$ cat src/rtl/sync_fifo_stream_reader.sv
// -----------------------------------------------------------------------------
// sync_fifo_stream_reader
//
// Read-side drain for the synchronous FIFO. Pops words from the FIFO read port
// and presents them on a valid/ready stream master, hiding the FIFO read
// latency from downstream. Works with the FIFO in FWFT mode (data valid in the
// read cycle) or standard mode (data valid one cycle after the read). A 2-entry
// output buffer sustains one word per cycle under continuous ready.
//
// Parameters:
//   DATA_WIDTH  word width, must match the FIFO data width
//   FWFT        1 = FIFO in FWFT mode, 0 = standard (1-cycle read latency)
//   CNT_WIDTH   width of the delivered-word counter
//
// Ports:
//   clk_i           clock, rising edge
//   rst_i           asynchronous active-high reset
//   enable_i        permits new FIFO reads; buffered/in-flight words still drain
//   fifo_empty_i    FIFO empty flag
//   fifo_read_o     FIFO read request (every assertion is a real pop)
//   fifo_rd_data_i  FIFO read data
//   m_valid_o       output word valid
//   m_ready_i       downstream accepts the word
//   m_data_o        output word (head of buffer)
//   busy_o          buffer non-empty or a read in flight
//   count_o         number of words delivered, wraps
// -----------------------------------------------------------------------------
module sync_fifo_stream_reader #(
    parameter int DATA_WIDTH = 32,
    parameter bit FWFT       = 1'b1,
    parameter int CNT_WIDTH  = 16
) (
    input  logic                  clk_i,
    input  logic                  rst_i,
    input  logic                  enable_i,
    input  logic                  fifo_empty_i,
    output logic                  fifo_read_o,
    input  logic [DATA_WIDTH-1:0] fifo_rd_data_i,
    output logic                  m_valid_o,
    input  logic                  m_ready_i,
    output logic [DATA_WIDTH-1:0] m_data_o,
    output logic                  busy_o,
    output logic [CNT_WIDTH-1:0]  count_o
);

    logic [1:0]            occ;
    logic                  inflight;
    logic [DATA_WIDTH-1:0] second_q;
    logic                  pop;
    logic                  push;
    logic [2:0]            used;
    logic [2:0]            limit;

    assign pop = m_valid_o & m_ready_i;

    // A read may be issued only if its word is guaranteed a slot: buffered
    // plus in-flight words must stay below 2, counting the slot a pop in
    // this same cycle frees. Written as a comparison to avoid underflow.
    assign used  = {1'b0, occ} + {2'b00, inflight};
    assign limit = 3'd2 + {2'b00, pop};
    assign fifo_read_o = !rst_i & enable_i & !fifo_empty_i & (used < limit);

    // In FWFT mode the data is on the bus during the read cycle itself; in
    // standard mode it arrives in the cycle after the read.
    assign push = FWFT ? fifo_read_o : inflight;

    assign m_valid_o = (occ != 2'd0);
    assign busy_o    = m_valid_o | inflight;

    // Tracks the single outstanding standard-mode read; a back-to-back read
    // keeps it set while the previous word lands.
    always_ff @(posedge clk_i or posedge rst_i) begin
        if (rst_i) begin
            inflight <= 1'b0;
        end else begin
            inflight <= FWFT ? 1'b0 : fifo_read_o;
        end
    end

    // Output buffer: m_data_o is the head register, second_q the entry behind
    // it. On a pop the second entry moves up; a simultaneous push lands in
    // whichever slot becomes free so occupancy is unchanged.
    always_ff @(posedge clk_i or posedge rst_i) begin
        if (rst_i) begin
            occ      <= 2'd0;
            m_data_o <= '0;
            second_q <= '0;
        end else begin
            case ({push, pop})
                2'b10: begin
                    if (occ == 2'd0) begin
                        m_data_o <= fifo_rd_data_i;
                    end else begin
                        second_q <= fifo_rd_data_i;
                    end
                    occ <= occ + 2'd1;
                end
                2'b01: begin
                    if (occ == 2'd2) begin
                        m_data_o <= second_q;
                    end
                    occ <= occ - 2'd1;
                end
                2'b11: begin
                    if (occ == 2'd1) begin
                        m_data_o <= fifo_rd_data_i;
                    end else begin
                        m_data_o <= second_q;
                        second_q <= fifo_rd_data_i;
                    end
                end
                default: begin
                end
            endcase
        end
    end

    // Delivered-word counter, free-running wrap.
    always_ff @(posedge clk_i or posedge rst_i) begin
        if (rst_i) begin
            count_o <= '0;
        end else if (pop) begin
            count_o <= count_o + CNT_WIDTH'(1);
        end
    end

endmodule

$ cat config.mk
export PLATFORM = sky130hd
export DESIGN_NAME = sync_fifo_stream_reader
export DESIGN_NICKNAME = d
export VERILOG_FILES = /design/src/rtl/sync_fifo_stream_reader.sv
export SDC_FILE = /design/constraint.sdc
export NUM_CORES = 1
export LEC_CHECK = 0
export CELL_PAD_IN_SITES_DETAIL_PLACEMENT = 0
export CELL_PAD_IN_SITES_GLOBAL_PLACEMENT = 1
export CORE_ASPECT_RATIO = 2
export CORE_MARGIN = 2
export CORE_UTILIZATION = 30
export CTS_CLUSTER_DIAMETER = 40
export DETAILED_ROUTE_END_ITERATION = 8
export GPL_ROUTABILITY_DRIVEN = 0
export PLACE_DENSITY_LB_ADDON = 0.1
export SLEW_MARGIN = 0
export SYNTH_ARGS = -nofsm -noshare
export SYNTH_HDL_FRONTEND = slang
export SYNTH_SLANG_ARGS = --single-unit
export TNS_END_PERCENT = 50
$ cat constraint.sdc
create_clock -name clk_i -period 7.9 [get_ports clk_i]
set_input_delay 2.37 -clock clk_i [delete_from_list [all_inputs] [get_ports clk_i]]
set_output_delay 2.37 -clock clk_i [all_outputs]
set_load 0.005 [all_outputs]
-- Yosys cells after proc, flatten, opt, wreduce, memory -nomap -nowiden
Index checks and enable logic that the tools add are counted.
- flip-flop bits (word level): 82
- input port bits: 37
- output and inout bits: 51
- logic and storage cells: 39
- add/subtract/negate cells: 4
- magnitude comparators: 1
- eq/ne operators: 9
- multiplexer cells: 8
- bitwise operators: 4
- reductions and logical operators: 9
- operators by type and width (operator ; number):
    two-way mux 32 bit ; 5
    case mux 32 bit (3 select lines) ; 1
    case mux 32 bit (2 select lines) ; 1
    adder 16 x 1 -> 16 bit (second input constant) ; 1
    inequality test 2 bit (second input constant) ; 4
    == test 2 bit (second input constant) ; 3
    AND reduction 3 bit ; 2
    nonzero test 2 bit ; 3
    bitwise AND 1 bit ; 4
    == test 2 x 1 -> 1 bit (second input constant) ; 2
    case mux 2 bit (2 select lines) ; 1
    adder 2 x 1 -> 3 bit (first input constant) ; 1
    < comparator 2 x 3 -> 1 bit ; 1
    nonzero test 3 bit ; 1
    adder 2 x 1 -> 2 bit (second input constant) ; 1
    logical NOT 1 bit ; 2
    logical NOT 2 bit ; 1
    subtractor 2 x 1 -> 2 bit (second input constant) ; 1

-- Logic depth before layout (Yosys ltp)
- word-level depth: 8
- depth in mapped cells: 13
- gate-level depth less buffers: 11

-- Worst setup path after synthesis
No wires, ideal clock.
- path type: input-to-output
- start: input m_ready_i
- end: output fifo_read_o
- arrival time: 2.984 ns
- data required time: 5.530 ns
- slack: 2.546 ns
- cell stages on the path: 5
- path buffers: 1
- path through: nand2b_1 buf_4 o21ai_0 nand3_1 inv_1
- word-level cells in the longest chain between the ends: 4
- ends and longest elaborated chain (item ; line ; source):
    start, declared ; 40 ; input logic m_ready_i,
    bitwise AND 1 bit ; 54 ; assign pop = m_valid_o & m_ready_i;
    adder 2 x 1 -> 3 bit ; 60 ; assign limit = 3'd2 + {2'b00, pop};
    < comparator 2 x 3 -> 1 bit ; 61 ; assign fifo_read_o = !rst_i & enable_i & !fifo_empty_i & (used < limit);
    bitwise AND 1 bit ; 61 ;
    end, declared ; 37 ; output logic fifo_read_o,
No other way between the ends.

-- Worst setup path after layout
Ends and elaborated chain as after synthesis.

==> metrics <==
CTS Sinks 82; commonest non-fill, non-tap cell in the layout clkdlybuf4s50_1; Synth top area share 0.5603; top cell type by total area after synthesis dfrtp_1; Int Pwr 1260 uW; hold_sp count_o[15]; cts hold-fix bufs 0; CP Max Fanout 8; cell chain of the critical path clkdlybuf4s50_1, nand2b_1, o21ai_0, nand3_1, inv_1, clkdlybuf4s50_1; Netlist cell types 27; largest net degree at the start of global routing 78; Cell Pwr Density 372.1 nW/um^2; setup TNS 0 ps; Inserted Diodes 0; status complete, no violations; Initial Util 0.3039; H-tree depth 3; post-DR wirelength/cell 15.99 um; Die X 82.13 um; Slew Limit Headroom 0.2999; PortBufs 87; Syn-to-layout area delta 34.98%; FF-to-FF End m_data_o[0]; gr ovfl total 0; synthesized flop and latch total 82; dpl hpwl 5.766 mm; FF-to-FF setup slack 4470 ps; Avg Inst Size Synth 12.21 um^2; dpl cell area 4647 um^2; clock slew seen by the registers of the worst setup and hold paths 60 ps; die height 160.3 um; fraction of layout instances using a drive strength above 1 0.2015; post-synthesis sequential area ratio 0.5603; fillcell total 1,191; fin crit period 6634 ps; CP dominant cell by count clkdlybuf4s50_1; first-pass GRT wire length 14.17 mm; I/O pin cnt 88; Core Area 12,050 um^2; Final Instance Area 4943 um^2; critical path required time 5530 ps; TritonCTS clock tree built; Pleak 0.002077 uW; period utilization 0.8397; most frequent cells in the layout 87 x clkdlybuf4s50_1, 82 x dfrtp_1, 36 x nor2_1, 32 x a22oi_1, 32 x mux2_2; top post-synthesis cells by area dfrtp_1 56%, mux2_2 9.8%, a22oi_1 6.6%, a21oi_2 5.0%, nor2_1 3.7%; clock root cell clkbuf_16; post_cts resized 0; hold path depth 1; Stages on worst setup path 6; die area 13,160 um^2; combinational power share 0.379; final wirelength 8.620 mm; Reg2Reg Launch Point occ[0]; initial antenna violation count 0; synth warn 0; Worst-Skew Late Latency 330 ps; Hold EP count_o[15]; post-synth design cell area 3662 um^2; Iter 0 DRT Violations 122; Critical Path Slowest Stage Cell clkdlybuf4s50_1; critical path arrival 4260 ps; Max Cap Viol 0; Synth Instances 300; ANT nets after route 0; critical path capture point type output port; residual DRC count 0; crit path kind in -> out; Buf/Inv on CP 3; worst vdd ir 0.0001595 V; fmax 150.7 MHz; GRT Util Overall 0.1430; final count of pins violating max slew 0; P_sw 579.6 uW; Vias 2,596; Worst Hold Class reg -> reg; CP delay by family, top buffers and inverters; startpoint types primary input; slowest stage delay, CP 510 ps; RSZ-0062 raised after global routing false; Slew @ Worst Pin 1048 ps; Synth Net Count 346; sequential power share 0.395; Setup Buffers After CTS 0; vias in the first global route 2,698; row count 57; Clk network pwr share 0.226; Final Hold Fails 0; DR vias/cell 4.816; nets 433; Reg2Reg Depth 11; Setup-failing EPs final 0; DRT Pass-1 Iters 4; Setup Skew 9.798 ps; Sw Share 0.3151; buffer depth of the longest clock path 2; CTS buffer count 9
cell families after synthesis:
| logic type | after synthesis | synth area share |
|---|---|---|
| AOI/OAI and AO/OA | 70 | 0.1455 |
| DFF | 82 | 0.5603 |
| xor gates and xnor gates | 16 | 0.03827 |
| adders and majority gates | 9 | 0.03075 |
| buffers and inverters | 25 | 0.04202 |
| and+or+nand+nor | 65 | 0.08200 |
| muxes | 33 | 0.1011 |
per-layer routing:
metal | vias up | track usage | part of all wire
met5 | - | 0 | 0
met4 | 0 | 0.05985 | 0.017
met3 | 8 | 0.03390 | 0.041
met2 | 55 | 0.2458 | 0.55
met1 | 1302 | 0.1644 | 0.40
li1 | 1231 | - | -
worst max path at each step:
stage	start	to	slack (ps)
after floorplan	m_ready_i	fifo_read_o	2550
after global placement	m_ready_i	fifo_read_o	1330
after detailed placement	m_ready_i	fifo_read_o	1210
after CTS	m_ready_i	fifo_read_o	1210
after global routing	m_ready_i	fifo_read_o	1050
final	m_ready_i	fifo_read_o	1270
per-stage QoR:
stage | power (uW) | setup WS (ps) | util | hold WS [ps] | std cells
global route | 1979 | 1045 | 0.4102 | 502.8 | 539
detailed placement | 1450 | 1208 | 0.3856 | 467.4 | 523
finish | 1839 | 1266 | 0.4102 | 475.7 | 539
CTS | 1881 | 1212 | 0.4102 | 482.9 | 539
floorplan | 1132 | 2546 | - | 468.3 | 300
global placement | 1433 | 1329 | 0.3856 | 468.1 | 523
power by group through the flow:
stage | sequential (uW) | combinational, uW | clock [uW]
final | 726 | 697 | 416
after CTS | 730 | 716 | 435
after global routing | 751 | 777 | 451
after global placement | 730 | 703 | 0
after floorplan | 721 | 411 | 0
after detailed placement | 737 | 713 | 0
worst reg2reg max path, cell delays in order (launching register included):
cell and delay [ps]:
dfrtp_1 390, inv_1 100, ha_1 270, nand2b_1 370, o21ai_0 290, nand3_1 200
inv_1 150, ha_1 200, nand2b_1 100, a21oi_4 830, a22oi_1 280, a21oi_2 180
synth_stat cells (all sizes together):
| cell | count |
|---|---|
| and2 | 1 |
| buf | 17 |
| ha | 9 |
| o211ai | 1 |
| nand3 | 6 |
| nand4 | 5 |
| nand2b | 2 |
| a22oi | 32 |
| and4 | 2 |
| nand3b | 1 |
| nand2 | 10 |
| a21oi | 34 |
| inv | 8 |
| and3 | 1 |
| nor2 | 36 |
| xor2 | 3 |
| nor3 | 1 |
| dfrtp | 82 |
| a221oi | 1 |
| mux2i | 1 |
| mux2 | 32 |
| xnor2 | 13 |
| o21ai | 2 |
flip-flops by register name, summed over array words and instances (netlist names):
register,cells
count_o,16
m_data_o,32
occ,2
second_q,32
layout make-up:
cell class | instances | area, um^2 | area share
clock buffers | 11 | 242.7 | 0.04910
clock inverters | 5 | 53.80 | 0.01088
inverters | 8 | 31.28 | 0.006328
multi-input cells | 193 | 1464 | 0.2961
flip-flops and latches | 82 | 2052 | 0.4151
well taps | 147 | 183.9 | 0.03721
repair buffers | 93 | 915.9 | 0.1853
Power figures use the tool's default switching activity.
